`config.mk`:
```
export PLATFORM = sky130hd
export DESIGN_NAME = crc_engine_param
export DESIGN_NICKNAME = d
export VERILOG_FILES = /design/src/rtl/crc_engine_param.sv
export SDC_FILE = /design/constraint.sdc
export NUM_CORES = 1
export LEC_CHECK = 0
export BUFFER_PORTS_ARGS = -buffer_cell sky130_fd_sc_hd__buf_2
export CAP_MARGIN = 40
export CORE_UTILIZATION = 35
export DETAILED_ROUTE_END_ITERATION = 8
export PLACE_DENSITY_LB_ADDON = 0.08
export SLEW_MARGIN = 20
export SYNTH_ARGS = -nofsm -noshare
export SYNTH_HDL_FRONTEND = slang
export SYNTH_SLANG_ARGS = --single-unit
```
`constraint.sdc`:
```
create_clock -name CLK -period 3.31 [get_ports CLK]
set_clock_uncertainty 0.15 [all_clocks]
set_input_delay 0.331 -clock CLK [delete_from_list [all_inputs] [get_ports CLK]]
set_output_delay 0.331 -clock CLK [all_outputs]
set_load 0.01 [all_outputs]
```
`src/rtl/crc_engine_param.sv`:
```
// crc_engine_param: serial CRC engine, one message bit per clock, MSB first.
// Words enter on a valid/ready handshake and may be chained into one message
// until a word flagged IN_LAST closes it; the result leaves on a second
// valid/ready handshake.
module crc_engine_param #(
    parameter int          CRC_W   = 16,
    parameter int          DATA_W  = 16,
    parameter logic [63:0] POLY    = 64'h1021,
    parameter logic [63:0] INIT    = 64'hFFFF,
    parameter logic [63:0] XOR_OUT = 64'h0000,
    parameter int          AUGMENT = 0
) (
    input  logic              CLK,
    input  logic              RESET_N,
    input  logic              CLEAR,
    input  logic [DATA_W-1:0] IN_DATA,
    input  logic              IN_LAST,
    input  logic              IN_VALID,
    output logic              IN_READY,
    output logic [CRC_W-1:0]  OUT_CRC,
    output logic              OUT_VALID,
    input  logic              OUT_READY,
    output logic              BUSY
);

    // Configuration values are only meaningful in their low CRC_W bits.
    localparam logic [CRC_W-1:0] POLY_T = POLY[CRC_W-1:0];
    localparam logic [CRC_W-1:0] INIT_T = INIT[CRC_W-1:0];
    localparam logic [CRC_W-1:0] XOR_T  = XOR_OUT[CRC_W-1:0];

    // The bit counter only has to reach the longer of the two shift phases.
    localparam int MAX_W = (DATA_W > CRC_W) ? DATA_W : CRC_W;
    localparam int CNT_W = $clog2(MAX_W + 1);
    localparam logic [CNT_W-1:0] DATA_LAST = CNT_W'(DATA_W - 1);
    localparam logic [CNT_W-1:0] ZERO_LAST = CNT_W'(CRC_W - 1);

    typedef enum logic [1:0] {
        IDLE        = 2'd0,
        SHIFT_DATA  = 2'd1,
        SHIFT_ZEROS = 2'd2,
        DONE        = 2'd3
    } state_t;

    state_t            state, state_d;
    logic [CRC_W-1:0]  crc, crc_d;
    logic [CNT_W-1:0]  cnt, cnt_d;
    logic [DATA_W-1:0] shbuf, shbuf_d;
    logic              last_flag, last_d;
    logic              msg_open, open_d;

    // One LFSR step. The direct form folds the message bit into the feedback;
    // the augmented form shifts the bit into the LSB and relies on CRC_W
    // trailing zero bits to flush it through.
    function automatic logic [CRC_W-1:0] lfsr_step(input logic [CRC_W-1:0] c,
                                                   input logic b);
        logic fb;
        if (AUGMENT == 0) begin
            fb = c[CRC_W-1] ^ b;
            return {c[CRC_W-2:0], 1'b0} ^ ({CRC_W{fb}} & POLY_T);
        end else begin
            fb = c[CRC_W-1];
            return {c[CRC_W-2:0], b} ^ ({CRC_W{fb}} & POLY_T);
        end
    endfunction

    // State and datapath registers; everything returns to an idle, closed
    // message on reset.
    always_ff @(posedge CLK or negedge RESET_N) begin
        if (!RESET_N) begin
            state     <= IDLE;
            crc       <= INIT_T;
            cnt       <= '0;
            shbuf     <= '0;
            last_flag <= 1'b0;
            msg_open  <= 1'b0;
        end else begin
            state     <= state_d;
            crc       <= crc_d;
            cnt       <= cnt_d;
            shbuf     <= shbuf_d;
            last_flag <= last_d;
            msg_open  <= open_d;
        end
    end

    // Next-state, datapath update and handshake outputs; CLEAR overrides all.
    always_comb begin
        state_d   = state;
        crc_d     = crc;
        cnt_d     = cnt;
        shbuf_d   = shbuf;
        last_d    = last_flag;
        open_d    = msg_open;
        IN_READY  = (state == IDLE);
        OUT_VALID = (state == DONE);

        case (state)
            IDLE: begin
                if (IN_VALID) begin
                    shbuf_d = IN_DATA;
                    last_d  = IN_LAST;
                    cnt_d   = '0;
                    state_d = SHIFT_DATA;
                    // First word of a message restarts the register.
                    if (!msg_open) begin
                        crc_d  = INIT_T;
                        open_d = 1'b1;
                    end
                end
            end
            SHIFT_DATA: begin
                crc_d   = lfsr_step(crc, shbuf[DATA_W-1]);
                shbuf_d = shbuf << 1;
                cnt_d   = cnt + CNT_W'(1);
                if (cnt == DATA_LAST) begin
                    cnt_d = '0;
                    if (!last_flag)
                        state_d = IDLE;
                    else if (AUGMENT != 0)
                        state_d = SHIFT_ZEROS;
                    else
                        state_d = DONE;
                end
            end
            SHIFT_ZEROS: begin
                crc_d = lfsr_step(crc, 1'b0);
                cnt_d = cnt + CNT_W'(1);
                if (cnt == ZERO_LAST) begin
                    cnt_d   = '0;
                    state_d = DONE;
                end
            end
            DONE: begin
                if (OUT_READY) begin
                    state_d = IDLE;
                    open_d  = 1'b0;
                end
            end
            default: state_d = IDLE;
        endcase

        // Abort: drop the message and any word offered in the same cycle.
        if (CLEAR) begin
            state_d = IDLE;
            crc_d   = INIT_T;
            cnt_d   = '0;
            last_d  = 1'b0;
            open_d  = 1'b0;
        end
    end

    // The register is frozen in DONE, so the result holds until accepted.
    assign OUT_CRC = (state == DONE) ? (crc ^ XOR_T) : '0;
    assign BUSY    = !((state == IDLE) && !msg_open);

endmodule
```
# After elaboration in Yosys (flattened, before gate mapping)
# Index checks and enable logic that the tools add are counted.
[classes]
addsub = 1
n_mul = 0
div = 0
n_lt_le_gt_ge = 0
n_eq_ne = 10
shift = 0
n_mux = 25
bitwise_logic = 3
n_reduce_logical = 17
[ops]
columns = ["cell", "count"]
rows = [
  ["2-to-1 mux 16 bit", 5],
  ["case mux 16 bit (3 select lines)", 1],
  ["case mux 16 bit (2 select lines)", 1],
  ["XOR 16 x 13 -> 16 bit", 2],
  ["2-to-1 mux 5 bit", 3],
  ["2-to-1 mux 2 bit", 6],
  ["!= test 3 bit (second input constant)", 4],
  ["case mux 5 bit (2 select lines)", 1],
  ["case mux 2 bit (4 select lines)", 1],
  ["2-to-1 mux 1 bit", 6],
  ["AND reduction 2 bit", 3],
  ["AND reduction 3 bit", 2],
  ["nonzero test 2 bit", 3],
  ["nonzero test 3 bit", 2],
  ["adder 5 x 1 -> 5 bit (second input constant)", 1],
  ["equality test 5 x 4 -> 1 bit (second input constant)", 1],
  ["equality test 2 bit (second input constant)", 2],
  ["AND reduction 4 bit", 1],
  ["nonzero test 4 bit", 1],
  ["!= test 3 x 2 -> 1 bit (second input constant)", 1],
  ["equality test 2 x 1 -> 1 bit (second input constant)", 1],
  ["logical NOT 1 bit", 2],
  ["logical NOT 2 bit", 1],
  ["!= test 2 bit (second input constant)", 1],
  ["4 further kinds", 4],
]
[totals]
reg_bits = 41
latch_bits = 0
ramBits = 0
rom_bits = 0
in_bits = 22
elab_cells = 62
memories = 0

# Depth between registers and ports, before layout
# Gate-level depths: netlist of the first run.
[logic_depth]
ltp_word = 4
depth_mapped = 8
ltp_nobuf = 5

# Least setup slack after synthesis of the first run
# Ideal clock, no wire load.
[synth_timing]
path_type = "flip-flop to flip-flop"
from = "register state[0]"
to = "register cnt[3]"
setup_ps = 87
t_arrival_ps = 1678
path_slack_ps = 1396
path_stages_with_launch = 6
path_cell_list = "dfrtp_1 -> inv_1 -> ha_1 -> mux2i_1 -> or4b_4 -> o211ai_1"
[synth_rtl]
columns = ["item", "line", "source"]
rows = [
  ["start: declaration", "44", "state_t state, state_d;"],
  ["start signal: assignment", "77", "state <= state_d;"],
  ["logical NOT 2 bit (*)", "n/a", ""],
  ["named net IN_READY", "19", "output logic IN_READY,"],
  ["case mux 5 bit (2 select lines), or another cell as far along", "97", "case (state)"],
  ["2-to-1 mux 5 bit / AND reduction 2 bit (equally long branches)", "n/a", ""],
  ["end signal: assignment", "79", "cnt <= cnt_d;"],
  ["end: declaration", "46", "logic [CNT_W-1:0] cnt, cnt_d;"],
]
# The timed path passes the listed nets; every way through them passes the cells marked *.
# A chain may end at the register's enable or synchronous reset.

# Final worst setup path of the first run
[layout_timing]
from = "register state[0]"
to = "register cnt[3]"
[layout_via]
elab_chain_len = 4
[layout_rtl]
columns = ["item", "line"]
rows = [
  ["equality test 2 bit / equality test 2 x 1 -> 1 bit (equally long branches)", "97"],
  ["OR reduction 2 bit (no line)", "n/a"],
  ["case mux 5 bit (2 select lines) / nonzero test 3 bit (equally long branches)", "n/a"],
  ["2-to-1 mux 5 bit / AND reduction 2 bit (equally long branches)", "n/a"],
]
# Several ways; a longest one is shown, not always the timed one.

==> impl_metrics.yaml, run 1 <==
detailed_routing:
  antenna_left: 0
  vias_per_cell: 5.11
  drc: 0
  first_pass_iters: 4
  vias: 1702
  routed_wl_mm: 4.57
  wire_per_inst_um: 13.7
  drtIter0Drc: 48
global_route:
  gr-total-overflow: 0
  top_usage_layer: "met2"
  met2_usage_pct: 25.3
  grt_use_met3_pct: 4.94
  grt_pass1_wl_mm: 7.91
  use_met1_pct: 20.3
  grt_pass1_vias: 1623
  grt_max_degree: 31
  grt.total_usage_pct: 16.2
  antenna_found_initial: 0
yosys:
  postSynth.asyncResetShare_pct: 100
  ys_seq_area_share_pct: 47.4
  syn_nets: 246
  synthCells: 218
  syn_area_um2: 2210
  synth_edf_count: 0
  syn_area_per_cell_um2: 10.1
  synth_ff_type: "dfrtp_1"
  synth-seq-cells: 41
  synth_cell_types: 38
  yosys_warnings: 0
layout:
  layout-drive-gt1-share_pct: 28.7
  final_nets: 285
  area_delta_synth_final_pct: 18.4
  diodes: 0
  post-route-util_pct: 43.6
  final_cells: 333
power:
  p_int_mw: 1.01
  swShare_pct: 30.1
  leakagePower_nw: 1.19
  peakVddDrop_mv: 0.222
  seqPwrFrac_pct: 47.7
  p_switching_mw: 0.435
  clkPwrFrac_pct: 27.6
  power_frac_comb_pct: 24.6
  p_per_area_nw_per_um2: 553
timing:
  relSlewSlack_pct: 62.2
  hold_viol_final: 0
  finalSetupTns_ns: 0
  min_period_over_period_pct: 71.7
  holdWs_ns: 0.149
  period_needed_ns: 2.37
  slew_violations: 0
  setup_viol: 0
  rsz0062_at_grt: "no"
  fmax_mhz: 421
  worst_slew_pin_slew_ns: 0.567
floorplan:
  die_h_um: 81.4
  placementRows: 28
  fp.dieW_um: 81.4
  num_io_pins: 41
  core_area_um2: 5990
  dieArea_um2: 6620
  start_util_pct: 36.8
cts:
  cts.repair.resized: 0
  cts_buffers: 5
  clk_latency_ns: 0.30
  cts_sinks: 41
  path_clk_slew_ns: 0.08
  htree_num_levels: 2
  root_buffer: "clkbuf_8"
  cts.path.max_buffers: 2
  cts_setup_buffers: 0
  cts_tree: "done"
worst_setup_path:
  cp.required_ns: 3.37
  critical_path_class: "register to register"
  worstPathArrival_ns: 2.43
  worstPathMaxFanout: 14
  cp-end-kind: "register"
  startpoint_type: "register"
hold_path:
  min_path_type: "input port to register"
flow_run:
  max-cap-violations: 0
placed_design:
  gp_congestion: 0.794
  dp_cells: 324
  hpwl_mm: 3.21
  io_buffers: 40
outcome:
  status: "finished, final reports clean"
==> synthesized netlist by cell type (all sizes together), types with 2 or more instances <==
| master | count | area, um2 |
|---|---|---|
| nand3 | 5 | 25.0 |
| a2bb2oi | 16 | 140 |
| and2 | 18 | 113 |
| a21oi | 2 | 10.0 |
| clkbuf | 9 | 33.8 |
| inv | 8 | 30.0 |
| ha | 6 | 75.1 |
| a211o | 2 | 17.5 |
| a31oi | 2 | 12.5 |
| dfrtp | 25 | 626 |
| nand3b | 2 | 15.0 |
| nand2b | 4 | 25.0 |
| xor2 | 3 | 26.3 |
| nand2 | 34 | 128 |
| dfstp | 16 | 420 |
| a221oi | 4 | 35.0 |
| mux2i | 18 | 180 |
| o2bb2ai | 3 | 26.3 |
| nor2b | 3 | 18.8 |
| buf | 5 | 25.0 |
| o21ai | 17 | 85.1 |
| or2 | 2 | 12.5 |
==> repair_timing <==
item | 4_1_cts | 5_1_grt
endpoints found under the setup margin | 0 | 0
hold buffers | 1 | 0
endpoints found under the hold margin | 3 | 0
==> per-layer routing <==
layer / vias up / share of wire (%)
met3: 8 / 4.6
met1: 818 / 47
met4: 0 / 1.9
met5: - / 0
met2: 34 / 47
li1: 842 / -
==> cells in the final DEF (no fill, tap or decap), types with 2 or more instances in the layout <==
cell,count
dfstp_2,16
and2_1,18
o21ai_0,16
mux2i_1,17
a211o_1,2
clkbuf_8,5
nand3_1,5
buf_2,40
dfrtp_1,25
a31oi_1,2
xor2_1,3
a221oi_1,4
nor2b_1,3
a21oi_1,2
nand2_1,34
nand2b_1,4
a2bb2oi_1,16
buf_4,4
ha_1,6
inv_1,8
nand3b_1,2
o2bb2ai_1,3
==> through the flow <==
| stage | instance area, um2 | setup WS, ns | power (mW) |
|---|---|---|---|
| floorplan | 2210 | 1.40 | 0.958 |
| global placement | 2470 | 1.04 | 1.06 |
| detailed placement | 2490 | 0.949 | 1.06 |
| CTS | 2610 | 0.952 | 1.47 |
| global route | 2610 | 0.765 | 1.55 |
| finish | 2610 | 0.935 | 1.45 |
==> power groups by stage <==
stage               combinational, mW  sequential (mW)  clock (mW)
detailed placement              0.363            0.699           0
global placement                0.357            0.700           0
finish                          0.356            0.690       0.399
global route                    0.410            0.708       0.437
floorplan                       0.282            0.676           0
CTS                             0.363            0.692       0.416
==> cell families after synthesis <==
group | synth area share [%]
simple gates | 17.3
compound gates | 17.6
flops | 47.4
buf+inv | 4.03
mux | 8.68
fa+ha+maj | 3.40
xor+xnor | 1.59
==> layout make-up <==
class,count,area [um2]
fill,611,3380
multi-input combinational,155,1070
sequential,41,1050
timing repair buffer,46,260
tap,75,93.8
clock buffer,6,72.6
clock inverter,2,35.0
inverter,8,30.0
==> registers in the layout (all words and copies together), names as in the netlist <==
register   cells
crc           16
msg_open       1
shbuf         16
state          2
cnt            5
last_flag      1
==> final timing paths <==
| path | from | end | slack [ns] | cells after the start |
|---|---|---|---|---|
| worst max register to register | state[0] | cnt[3] | 0.94 | 5 |
| max in group asynchronous | RESET_N | cnt[2] | 2.15 | 3 |
| min in group asynchronous | RESET_N | shbuf[12] | 0.37 | 2 |
| worst min register to register | crc[14] | crc[15] | 0.32 | 2 |
| worst min-delay path | CLEAR | last_flag | 0.15 | 2 |
| worst max-delay path | state[0] | cnt[3] | 0.94 | 5 |
==> critical path, cell delays in order (launching register included) <==
cell,delay [ns]
dfrtp_1,0.41
inv_1,0.16
ha_1,0.55
mux2i_1,0.26
or4b_4,0.58
o211ai_1,0.18
Power figures use the tool's default switching activity.
==> inputs of run 2 (changes only) <==
==> constraint.sdc (replaced) <==
create_clock -name CLK -period 1.9 [get_ports CLK]
set_clock_uncertainty 0.15 [all_clocks]
set_input_delay 0.19 -clock CLK [delete_from_list [all_inputs] [get_ports CLK]]
set_output_delay 0.19 -clock CLK [all_outputs]
set_load 0.01 [all_outputs]
==> impl_metrics.yaml, run 2 (synthesized netlist as in run 1, its figures left out) <==
cts:
  path_clk_slew_ns: 0.08
  cts.path.max_buffers: 2
  htree_num_levels: 2
  cts_sinks: 41
  root_buffer: "clkbuf_8"
  cts_buffers: 5
  clk_latency_ns: 0.29
  cts_tree: "done"
global_route:
  grt.total_usage_pct: 15.9
  gr-total-overflow: 0
  grt_max_degree: 23
  grt_pass1_vias: 1680
  grt_pass1_wl_mm: 7.94
  antenna_found_initial: 0
worst_setup_path:
  cp-end-kind: "register"
  critical_path_class: "register to register"
  worstPathMaxFanout: 4
  worstPathArrival_ns: 1.89
  cp.required_ns: 1.96
  startpoint_type: "register"
timing:
  worst_slew_pin_slew_ns: 0.496
  worst_slack_ns: 0.0718
  min_period_over_period_pct: 96.2
  finalSetupTns_ns: 0
  relSlewSlack_pct: 66.9
  period_needed_ns: 1.83
  setup_viol: 0
  slew_violations: 0
  rsz0062_at_grt: "no"
  hold_viol_final: 0
  fmax_mhz: 547
placed_design:
  dp_slack_ns: 0.0368
  io_buffers: 40
  gp_congestion: 0.808
  hpwl_mm: 3.45
power:
  clkPwrFrac_pct: 22.4
  power_frac_comb_pct: 28.5
  swShare_pct: 31.4
  p_switching_mw: 0.775
  leakagePower_nw: 1.25
  seqPwrFrac_pct: 49.0
  p_total_mw: 2.46
  p_int_mw: 1.69
  p_per_area_nw_per_um2: 903
  peakVddDrop_mv: 0.524
layout:
  fillers: 601
  top_regs: "crc: 16 flops, shbuf: 16 flops, cnt: 5 flops"
  final_cell_mix: "40 x buf_2, 34 x nand2_1, 25 x dfrtp_1"
  area_delta_synth_final_pct: 23.7
  diodes: 0
  final_nets: 297
  final_common_cell: "buf_2"
  layout-drive-gt1-share_pct: 32.6
detailed_routing:
  first_pass_iters: 4
  drtIter0Drc: 47
  antenna_left: 0
  drc: 0
  wire_per_inst_um: 13.7
  vias: 1755
  vias_per_cell: 5.09
  routed_wl_mm: 4.74
outcome:
  status: "finished, final reports clean"
floorplan:
  num_io_pins: 41
  core_area_um2: 5990
  start_util_pct: 36.8
  dieArea_um2: 6620
  fp.dieW_um: 81.4
  placementRows: 28
  die_h_um: 81.4
flow_run:
  max-cap-violations: 0
hold_path:
  min_path_type: "input port to register"
run 2: cell count changes in the layout (fill, tap and decap cells not counted), sizes merged:
cell / before / now
buf: 45 / 56
clkinv: 1 / 2
bufinv: 1 / 0
dlygate4sd3: 1 / 2
run 2: final cells by class:
cell class / instances / area, um2 / area share (%)
clock buffers: 6 / 72.6 / 2.66
multi-input cells: 155 / 1100 / 40.3
clock inverters: 2 / 10.0 / 0.367
repair buffers: 58 / 377 / 13.8
inverters: 8 / 30.0 / 1.10
well taps: 75 / 93.8 / 3.44
flip-flops and latches: 41 / 1050 / 38.3
run 2: path summary, 6_finish.rpt:
path                       startpoint         to  slack [ns]  depth (start not counted)
max                          state[1]     cnt[3]        0.07                          5
min                           IN_LAST  last_flag       0.009                          3
max reg2reg                  state[1]     cnt[3]        0.07                          5
min reg2reg                    crc[6]     crc[7]        0.33                          2
max in group asynchronous     RESET_N    crc[10]        0.80                          3
min in group asynchronous     RESET_N     cnt[3]        0.25                          2
run 2: routing by layer:
layer / global-route usage, % / routed length (um) / vias to the layer above
li1: - / - / 869
met2: 26.2 / 2240 / 35
met5: 0 / 0 / -
met4: 6.25 / 66 / 0
met1: 20.2 / 2270 / 842
met3: 3.60 / 160 / 9
run 2: power by group through the flow:
stage | clock network [mW] | logic [mW] | registers, mW
global placement | 0 | 0.682 | 1.22
global route | 0.614 | 0.791 | 1.23
floorplan | 0 | 0.492 | 1.18
finish | 0.552 | 0.703 | 1.21
CTS | 0.582 | 0.692 | 1.21
detailed placement | 0 | 0.688 | 1.22
run 2: critical path, cell delays in order (launching register included):
cell and delay [ns]:
dfrtp_1 0.38, inv_1 0.12, ha_4 0.30, mux2i_1 0.08
or4b_4 0.56, o211ai_1 0.17
run 2: metrics by stage:
step / cell area [um2] / hold slack, ns / utilization (%) / cells
CTS: 2690 / 0.00244 / 44.9 / 344
detailed placement: 2580 / 0.0381 / 43.1 / 334
global route: 2730 / 0.0241 / 45.6 / 345
floorplan: 2210 / -0.256 / - / 218
global placement: 2580 / 0.0373 / 43.1 / 334
finish: 2730 / 0.00870 / 45.6 / 345
run 2: timing repair:
action,CTS,global route
setup endpoints to repair,0,15
hold buffers,2,0
endpoints found under the hold margin,10,0
setup buffers,0,1
resized for setup,0,6
==> inputs of run 3 (changes only) <==
--- a/config.mk
+++ b/config.mk
@@ -5,12 +5,12 @@
 export SDC_FILE = /design/constraint.sdc
 export NUM_CORES = 1
 export LEC_CHECK = 0
+export ABC_AREA = 1
 export BUFFER_PORTS_ARGS = -buffer_cell sky130_fd_sc_hd__buf_2
 export CAP_MARGIN = 40
 export CORE_UTILIZATION = 35
 export DETAILED_ROUTE_END_ITERATION = 8
 export PLACE_DENSITY_LB_ADDON = 0.08
-export SLEW_MARGIN = 20
 export SYNTH_ARGS = -nofsm -noshare
 export SYNTH_HDL_FRONTEND = slang
 export SYNTH_SLANG_ARGS = --single-unit
==> impl_metrics.yaml, run 3 <==
worst_setup_path:
  reg2reg_from: "state[0]"
  cp-end-kind: "register"
  critical_path_class: "register to register"
  cp.required_ns: 1.97
  worstPathMaxFanout: 16
  startpoint_type: "register"
  worstPathArrival_ns: 1.82
  startpoint: "state[0]"
power:
  p_switching_mw: 1.64
  p_int_mw: 2.35
  leakagePower_nw: 1.62
  p_total_mw: 3.99
  power_frac_comb_pct: 44.4
  p_per_area_nw_per_um2: 1340
  peakVddDrop_mv: 0.560
  swShare_pct: 41.1
  seqPwrFrac_pct: 39.7
  clkPwrFrac_pct: 15.8
yosys:
  yosys_warnings: 0
  synth-seq-cells: 41
  ys_seq_area_share_pct: 44.1
  yosysTopAreaCellShare_pct: 26.4
  syn_area_um2: 2370
  synth_cell_types: 24
  synthCells: 314
  synth_top_cell_by_area: "dfrtp_1"
  synth.area.top_cells: "dfrtp_1 26%, dfstp_2 18%, nand2_1 16%"
  yosys.cell_count.top_type: "nand2_1"
  synth_edf_count: 0
  synth_ff_type: "dfrtp_1"
  syn_area_per_cell_um2: 7.55
  synth_common_cells: "98 x nand2_1, 50 x inv_1, 25 x dfrtp_1, 22 x nor2_1, 18 x o21ai_0"
  syn_nets: 342
  postSynth.asyncResetShare_pct: 100
cts:
  path_clk_slew_ns: 0.08
  root_buffer: "clkbuf_8"
  cts.path.max_buffers: 2
  cts_sinks: 41
  cts_buffers: 5
  clk_latency_ns: 0.29
  cts_tree: "done"
  htree_num_levels: 2
timing:
  relSlewSlack_pct: 82.9
  fmax_mhz: 571
  worst_slew_pin_slew_ns: 0.256
  finalSetupTns_ns: 0
  min_period_over_period_pct: 92.2
  period_needed_ns: 1.75
  worst_slack_ns: 0.148
  setup_viol: 0
  rsz0062_at_grt: "no"
  slew_violations: 0
  hold_viol_final: 0
global_route:
  grt.total_usage_pct: 15.8
  grt_pass1_wl_mm: 8.91
  grt_pass1_vias: 1892
  antenna_found_initial: 0
  grt_max_degree: 42
  gr-total-overflow: 0
layout:
  fillers: 696
  final_cell_mix: "97 x nand2_1, 50 x inv_1, 40 x buf_2"
  diodes: 0
  final_cells: 452
  area_delta_synth_final_pct: 25.4
  final_nets: 402
  layout-drive-gt1-share_pct: 26.4
  final_common_cell: "nand2_1"
  top_regs: "crc: 16 flops, shbuf: 16 flops, cnt: 5 flops"
floorplan:
  core_area_um2: 6460
  fp.dieW_um: 84.3
  num_io_pins: 41
  dieArea_um2: 7100
  die_h_um: 84.3
  placementRows: 29
  start_util_pct: 36.7
flow_run:
  max-cap-violations: 0
outcome:
  status: "complete, but fails checks"
  failed_checks: "design-rule violations"
detailed_routing:
  wire_per_inst_um: 11.6
  routed_wl_mm: 5.25
  drc: 4
  vias_per_cell: 4.62
  drtIter0Drc: 102
  antenna_left: 0
  first_pass_iters: 6
  vias: 2090
placed_design:
  hpwl_mm: 3.61
  dp_slack_ns: 0.0210
  io_buffers: 40
  gp_congestion: 0.781
  dp_cells: 426
hold_path:
  min_path_type: "input port to register"
  hp-start: "CLEAR"
-- run 3: cell types whose count changed after synthesis, moves of 4 or more --
cell / delta
mux2i_1: -18
a21oi_1: +9
a31oi_1: +8
nor2_1: +21
a2bb2oi_1: -16
nand2_1: +64
a221oi_1: -4
nand3_1: +7
o21ai_2: +15
and2_1: -18
inv_1: +42
o211ai_1: +4
nand2b_1: -4
-- run 3: per-stage QoR --
step / hold slack (ns) / utilization, % / cell area, um2
CTS: 0.0103 / 45.7 / 2950
detailed placement: 0.0342 / 41.3 / 2670
finish: 0.0197 / 46.0 / 2970
global route: 0.0288 / 46.0 / 2970
global placement: 0.0403 / 41.3 / 2670
floorplan: -0.256 / - / 2370
-- run 3: cell families (layout without fill, tap and decap cells) --
family,after synthesis,after routing,share of synthesized area [%]
and+or+nand+nor,141,141,24.5
AOI/OAI and AO/OA,59,59,15.9
DFF,41,41,44.1
buffers and inverters,67,128,12.3
adders and majority gates,6,6,3.17
-- run 3: worst paths after layout --
kind	end	slack (ns)	cells past startpoint
max	crc[12]	0.15	8
min	last_flag	0.02	2
max reg2reg	crc[12]	0.15	8
min reg2reg	crc[7]	0.35	2
max in group asynchronous	crc[4]	1.07	3
min in group asynchronous	cnt[2]	0.25	3
-- run 3: layout make-up --
type	count	area (um2)	share of cell area [%]
clock buffer	7	96.3	3.24
clock inverter	1	5.00	0.168
inverter	53	206	6.95
multi-input combinational	206	1040	35.2
sequential	41	1050	35.2
tap	77	96.3	3.24
timing repair buffer	67	477	16.0
-- run 3: repair_timing --
action,4_1_cts,5_1_grt
hold endpoints to repair,58,0
hold buffers,18,0
gates resized for setup,0,6
buffers inserted,0,0
setup endpoints to repair,0,43
-- run 3: power by group through the flow --
| stage | Combinational [mW] | Clock [mW] | Sequential [mW] |
|---|---|---|---|
| 2_1_floorplan | 1.39 | 0 | 1.54 |
| 3_3_place_gp | 1.73 | 0 | 1.60 |
| 3_5_place_dp | 1.74 | 0 | 1.60 |
| 4_1_cts | 1.78 | 0.660 | 1.59 |
| 5_1_grt | 2.03 | 0.689 | 1.64 |
| 6_report | 1.77 | 0.632 | 1.59 |
-- run 3: per-layer routing --
metal	global-route usage (%)	vias up	part of all wire, %
met2	25.3	37	45
met3	4.13	5	3.5
li1	-	1102	-
met5	0	-	0
met4	4.23	0	0.97
met1	21.2	946	51
-- run 3: worst max-delay path, cell delays in order (launching register included) --
cell and delay, ns:
dfrtp_1 0.43, inv_1 0.12, ha_1 0.33, inv_1 0.04
nor2_1 0.13, buf_4 0.23, nand2_1 0.07, nor2_1 0.10
a21oi_1 0.08
